===== config.mk =====
export PLATFORM = sky130hd
export DESIGN_NAME = seg_disp_monitor
export DESIGN_NICKNAME = d
export VERILOG_FILES = /design/src/rtl/seg_disp_monitor_pkg.sv /design/src/rtl/seg_disp_monitor_seg7_dec.sv /design/src/rtl/seg_disp_monitor.sv
export SDC_FILE = /design/constraint.sdc
export NUM_CORES = 1
export LEC_CHECK = 0
export BUFFER_PORTS_ARGS = -buffer_cell sky130_fd_sc_hd__buf_2
export CORE_ASPECT_RATIO = 1.2
export CORE_MARGIN = 2
export CORE_UTILIZATION = 54
export DETAILED_ROUTE_END_ITERATION = 7
export PLACE_DENSITY = 0.76
export SLEW_MARGIN = 10
export SYNTH_ARGS = -nofsm -noshare
export SYNTH_HDL_FRONTEND = slang
export SYNTH_SLANG_ARGS = --single-unit

===== constraint.sdc =====
create_clock -name clk -period 4.05 [get_ports clk]
set_clock_uncertainty 0.05 [all_clocks]
set_input_delay 0.405 -clock clk [delete_from_list [all_inputs] [get_ports clk]]
set_output_delay 0.405 -clock clk [all_outputs]
set_load 0.05 [all_outputs]

===== src/rtl/seg_disp_monitor_pkg.sv =====
// Shared definitions for the two-digit seven-segment monitor: segment patterns,
// widths, FSM state type and the digit-pair to binary helper.
package seg_disp_monitor_pkg;

  localparam int SEG_W = 7;
  localparam int DIG_W = 4;
  localparam int CNT_W = 4;

  // Bit order g,f,e,d,c,b,a (MSB..LSB), segments active-high.
  localparam logic [SEG_W-1:0] SEG_0 = 7'b0111111;
  localparam logic [SEG_W-1:0] SEG_1 = 7'b0000110;
  localparam logic [SEG_W-1:0] SEG_2 = 7'b1011011;
  localparam logic [SEG_W-1:0] SEG_3 = 7'b1001111;
  localparam logic [SEG_W-1:0] SEG_4 = 7'b1100110;
  localparam logic [SEG_W-1:0] SEG_5 = 7'b1101101;
  localparam logic [SEG_W-1:0] SEG_6 = 7'b1111101;
  localparam logic [SEG_W-1:0] SEG_7 = 7'b0000111;
  localparam logic [SEG_W-1:0] SEG_8 = 7'b1111111;
  localparam logic [SEG_W-1:0] SEG_9 = 7'b1101111;

  typedef enum logic [1:0] {
    ST_IDLE  = 2'd0,
    ST_ARMED = 2'd1,
    ST_TRACK = 2'd2
  } state_e;

  // 10*tens + ones using shifts; result never exceeds 99.
  function automatic logic [6:0] pair_to_bin(input logic [DIG_W-1:0] tens,
                                             input logic [DIG_W-1:0] ones);
    logic [6:0] t;
    t = {3'b000, tens};
    return (t << 3) + (t << 1) + {3'b000, ones};
  endfunction

endpackage


===== src/rtl/seg_disp_monitor_seg7_dec.sv =====
// Combinational seven-segment to decimal digit decoder with a legality flag.
module seg7_dec
  import seg_disp_monitor_pkg::*;
(
  input  logic [SEG_W-1:0] seg,
  output logic [DIG_W-1:0] digit,
  output logic             legal
);

  always_comb begin
    digit = '0;
    legal = 1'b1;
    case (seg)
      SEG_0:   digit = 4'd0;
      SEG_1:   digit = 4'd1;
      SEG_2:   digit = 4'd2;
      SEG_3:   digit = 4'd3;
      SEG_4:   digit = 4'd4;
      SEG_5:   digit = 4'd5;
      SEG_6:   digit = 4'd6;
      SEG_7:   digit = 4'd7;
      SEG_8:   digit = 4'd8;
      SEG_9:   digit = 4'd9;
      default: legal = 1'b0;
    endcase
  end

endmodule


===== src/rtl/seg_disp_monitor.sv =====
// Monitors an asynchronous two-digit seven-segment bus: synchronizes, debounces,
// decodes, and flags illegal patterns and breaks in the counting sequence.
module seg_disp_monitor
  import seg_disp_monitor_pkg::*;
#(
  parameter int STABLE_CYC = 4,
  parameter int ERR_W      = 8
) (
  input  logic             clk,
  input  logic             rst,
  input  logic [13:0]      seg_in,
  input  logic             chk_en,
  output logic [6:0]       dec_val,
  output logic             dec_valid,
  output logic             pat_err,
  output logic             seq_err,
  output logic [ERR_W-1:0] err_cnt
);

  localparam logic [CNT_W-1:0] STABLE_N = CNT_W'(STABLE_CYC);

  logic [13:0]      sync1_q, sync1_d, sync2_q, sync2_d, samp_q, samp_d;
  logic [13:0]      acc_pat_q, acc_pat_d;
  logic             acc_vld_q, acc_vld_d;
  logic [CNT_W-1:0] cnt_q, cnt_d;
  state_e           state_q, state_d;
  logic [6:0]       prev_q, prev_d, dec_val_q, dec_val_d;
  logic             dec_valid_q, dec_valid_d, pat_err_q, pat_err_d, seq_err_q, seq_err_d;
  logic [ERR_W-1:0] err_cnt_q, err_cnt_d;

  logic [DIG_W-1:0] tens_dig, ones_dig;
  logic             tens_ok, ones_ok;

  logic       same, stable, legal, is_new, accept, in_seq;
  logic [6:0] value, exp_next;

  seg7_dec u_dec_tens (.seg(sync2_q[13:7]), .digit(tens_dig), .legal(tens_ok));
  seg7_dec u_dec_ones (.seg(sync2_q[6:0]),  .digit(ones_dig), .legal(ones_ok));

  always_comb begin
    sync1_d = seg_in;
    sync2_d = sync1_q;
    samp_d  = sync2_q;

    same = (sync2_q == samp_q);
    if (!same)                 cnt_d = CNT_W'(1);
    else if (cnt_q == STABLE_N) cnt_d = cnt_q;
    else                       cnt_d = cnt_q + CNT_W'(1);
    // Fire only on the cycle the count first lands on the threshold.
    stable = (cnt_d == STABLE_N) && (!same || (cnt_q != STABLE_N));

    legal    = tens_ok && ones_ok;
    value    = pair_to_bin(tens_dig, ones_dig);
    is_new   = !acc_vld_q || (sync2_q != acc_pat_q);
    accept   = stable && legal && is_new;
    exp_next = (prev_q == 7'd99) ? 7'd0 : prev_q + 7'd1;
    in_seq   = (value == exp_next) || (value == 7'd0);

    pat_err_d   = stable && !legal;
    seq_err_d   = accept && (state_q == ST_TRACK) && !in_seq;
    dec_valid_d = accept;
    dec_val_d   = accept ? value : dec_val_q;
    acc_pat_d   = accept ? sync2_q : acc_pat_q;
    acc_vld_d   = acc_vld_q || accept;

    err_cnt_d = err_cnt_q;
    if ((pat_err_d || seq_err_d) && (err_cnt_q != {ERR_W{1'b1}}))
      err_cnt_d = err_cnt_q + ERR_W'(1);

    state_d = state_q;
    prev_d  = prev_q;
    if (!chk_en) begin
      state_d = ST_IDLE;
      prev_d  = 7'd0;
    end else begin
      case (state_q)
        ST_IDLE:  state_d = ST_ARMED;
        ST_ARMED: if (accept) begin
          state_d = ST_TRACK;
          prev_d  = value;
        end
        ST_TRACK: if (accept) prev_d = value;
        default:  state_d = ST_IDLE;
      endcase
    end
  end

  always_ff @(posedge clk or negedge rst) begin
    if (!rst) begin
      sync1_q     <= '0;
      sync2_q     <= '0;
      samp_q      <= '0;
      cnt_q       <= '0;
      acc_pat_q   <= '0;
      acc_vld_q   <= 1'b0;
      state_q     <= ST_IDLE;
      prev_q      <= '0;
      dec_val_q   <= '0;
      dec_valid_q <= 1'b0;
      pat_err_q   <= 1'b0;
      seq_err_q   <= 1'b0;
      err_cnt_q   <= '0;
    end else begin
      sync1_q     <= sync1_d;
      sync2_q     <= sync2_d;
      samp_q      <= samp_d;
      cnt_q       <= cnt_d;
      acc_pat_q   <= acc_pat_d;
      acc_vld_q   <= acc_vld_d;
      state_q     <= state_d;
      prev_q      <= prev_d;
      dec_val_q   <= dec_val_d;
      dec_valid_q <= dec_valid_d;
      pat_err_q   <= pat_err_d;
      seq_err_q   <= seq_err_d;
      err_cnt_q   <= err_cnt_d;
    end
  end

  assign dec_val   = dec_val_q;
  assign dec_valid = dec_valid_q;
  assign pat_err   = pat_err_q;
  assign seq_err   = seq_err_q;
  assign err_cnt   = err_cnt_q;

endmodule


==> qor.csv <==
metric;value;unit
outcome;finished with violations;
violations;setup timing;
grt_pass1_vias;2954;
initial_core_util;56.35;%
die_y;102.5;um
worstPathRequired;4.25;ns
synth_top_cells_by_count;88 x dfrtp_1, 26 x xnor2_1, 21 x nand2_1;
placed_cells_incl_taps;506;
ff_latch_area;0.002203;mm2
drcViolationCount;0;
fin_crit_sh;100.8;%
synth-edff-count;0;
cts_buffers;9;
multi_input_area;0.002098;mm2
ys.flop_type;dfrtp_1;
final_nets;464;
via_per_inst;5.631;
worstSetupPathType;reg -> reg;
syn_area;0.004368;mm2
gr-total-overflow;0;
dpl-instance-area;0.004783;mm2
path_cells;or4b_1, mux2i_1, a31oi_2, xnor2_1, ha_1, fa_2, or4_1, o41ai_4, o32ai_4, buf_6, and4_1, o22a_1;
hold_slack;0.08772;ns
grt_pass1_wl;13850;um
path_delay_family;simple AND/OR/NAND/NOR gates;
hold_viol_final;0;
drtIter0Drc;108;
syn_to_final_growth;16.67;%
start_kind;register;
arrival;4.29;ns
wl;8326;um
peakVddDrop;0.2445;mV
ys_warn_count;0;
die_area;0.008827;mm2
antenna_cells;0;
synthCells;372;
syn-num-nets;405;
cts_sinks;88;
p_total;0.001759;W
critPathMaxFanout;6;
dieWidth;86.10;um
clk_latency;0.36;ns
holdBufCountCts;0;
synth_top_area_share;50.42;%
cts_tree;done;
htree_num_levels;3;
hp-class;in -> reg;
clock_path_buffers;2;
end_kind;register;
seq_area_frac_synth;50.42;%
vias;2973;
port_buffers;34;
synth.distinct_cells;63;
cts.clk_slew.worst_paths;0.10;ns
hpwlAfterDp;5851;um
rows;35;
drt.antenna.violating_nets;0;
yosysMostFrequentCell;dfrtp_1;
groute.usage.overall;20.18;%
leakage;2.412;nW
relSlewSlack;28.87;%
setup_ws;-0.03060;ns
drt_first_pass_iters;4;
final_area;0.005096;mm2
antenna_found_initial;0;
crit_buf_inv;1;
coreArea;0.007751;mm2
syn_avg_cell_area;11.74;um2
post-route-util;65.75;%
max_freq;245.1;MHz
root_buffer;clkbuf_8;
powerDensity;345.1;mW/mm2
async_flop_share;100.0;%
drive_above_1_share;28.21;%
cp_slowest_cell;or4_1;
max_stage_delay;0.61;ns
n_fill_cell;586;
setup_viol;2;
synth_top_area_cell;dfrtp_1;
synth_area_leaders;dfrtp_1 50%, xnor2_1 5.2%, ha_1 4.3%;
synth-seq-cells;88;
place.gp.congestion;0.9057;
tightest_slew;1.067;ns
wire_per_inst;15.77;um
period_needed;4.081;ns
grt_max_degree;89;
io_pins;35;
final_cells;528;
rsz0062_at_grt;yes;
maxCapViolCount;0;
finalMaxSlewViolations;0;
==> cells by family after synthesis <==
group / count (synthesis) / share of synthesized area, %
mux: 28 / 6.961
xor+xnor: 47 / 10.05
compound gates: 46 / 8.881
buf+inv: 31 / 3.409
simple gates: 116 / 15.53
flops: 88 / 50.42
fa+ha+maj: 16 / 4.755
==> per-layer routing <==
| layer | vias up | wire length (um) | global-route usage [%] |
|---|---|---|---|
| met4 | 0 | 144 | 7.204 |
| li1 | 1425 | - | - |
| met3 | 12 | 324 | 4.484 |
| met2 | 66 | 4169 | 33.75 |
| met1 | 1470 | 3688 | 26.07 |
| met5 | - | 0 | 0 |
==> per-stage QoR <==
step | TNS, ns | setup slack (ns)
3_3_place_gp | 0 | 0.03638
2_1_floorplan | 0 | 0.004176
4_1_cts | 0 | 0.01875
6_report | -0.04154 | -0.03060
5_1_grt | -1.000 | -0.2291
3_5_place_dp | -0.09790 | -0.06389
==> final cells by class <==
| class | instances | area share [%] |
|---|---|---|
| Clock buffer | 9 | 2.431 |
| Inverter | 12 | 0.8839 |
| Timing Repair Buffer | 67 | 8.323 |
| Multi-Input combinational cell | 253 | 41.17 |
| Tap cell | 92 | 2.259 |
| Sequential cell | 88 | 43.24 |
| Clock inverter | 7 | 1.694 |
==> registers in the layout, indices dropped and copies added, names as in the netlist <==
register / count
cnt_q: 4
dec_val: 7
state_q: 2
err_cnt: 8
samp_d: 14
acc_vld_q: 1
dec_valid: 1
prev_q: 7
seq_err: 1
sync1_q: 14
samp_q: 14
acc_pat_q: 14
pat_err: 1
==> where the power goes <==
group	internal, W	total, W	switching (W)	leakage, nW
Clock	0.000299	0.000641	0.000342	0.104
Sequential	0.000907	0.000928	0.0000210	1.12
Combinational	0.0000823	0.000190	0.000107	1.18
Total	0.00129	0.00176	0.000470	2.41
==> path summary, 6_finish.rpt <==
check                                      start                       end  slack (ns)  depth (start not counted)
setup / recovery            samp_d[12]$_DFF_PN0_    err_cnt[6]$_DFFE_PN0P_       -0.03                         12
min in group asynchronous                    rst  acc_pat_q[8]$_DFFE_PN0P_        0.17                          1
setup reg to reg            samp_d[12]$_DFF_PN0_    err_cnt[6]$_DFFE_PN0P_       -0.03                         12
hold reg to reg            sync1_q[10]$_DFF_PN0_      samp_d[10]$_DFF_PN0_        0.30                          0
max in group asynchronous                    rst       samp_d[9]$_DFF_PN0_        3.05                          1
hold / removal                        seg_in[11]     sync1_q[11]$_DFF_PN0_        0.09                          1
==> cells in the final DEF, fill, tap and decap left out, types with 3 or more instances in the layout <==
cell,count
nor2_1,14
or4_1,3
nand4b_1,3
mux2i_1,12
xor2_1,17
nor3_1,7
ha_1,14
nand2b_1,5
xnor2_1,26
o21ai_0,9
inv_1,12
and3_1,4
a21oi_2,3
buf_2,33
a21oi_1,5
nand3_1,14
mux2_2,15
a21o_1,4
clkbuf_8,9
nand3b_1,3
a31oi_1,3
nand2_1,21
dfrtp_1,87
nor4_1,4
nand4_1,9
buf_4,33
nor2b_1,10
==> repair_timing <==
item,4_1_cts,5_1_grt
setup buffers,3,3
gates resized for setup,0,10
endpoints found under the setup margin,4,8
pin swaps,5,2
(Power assumes the default switching activity.)
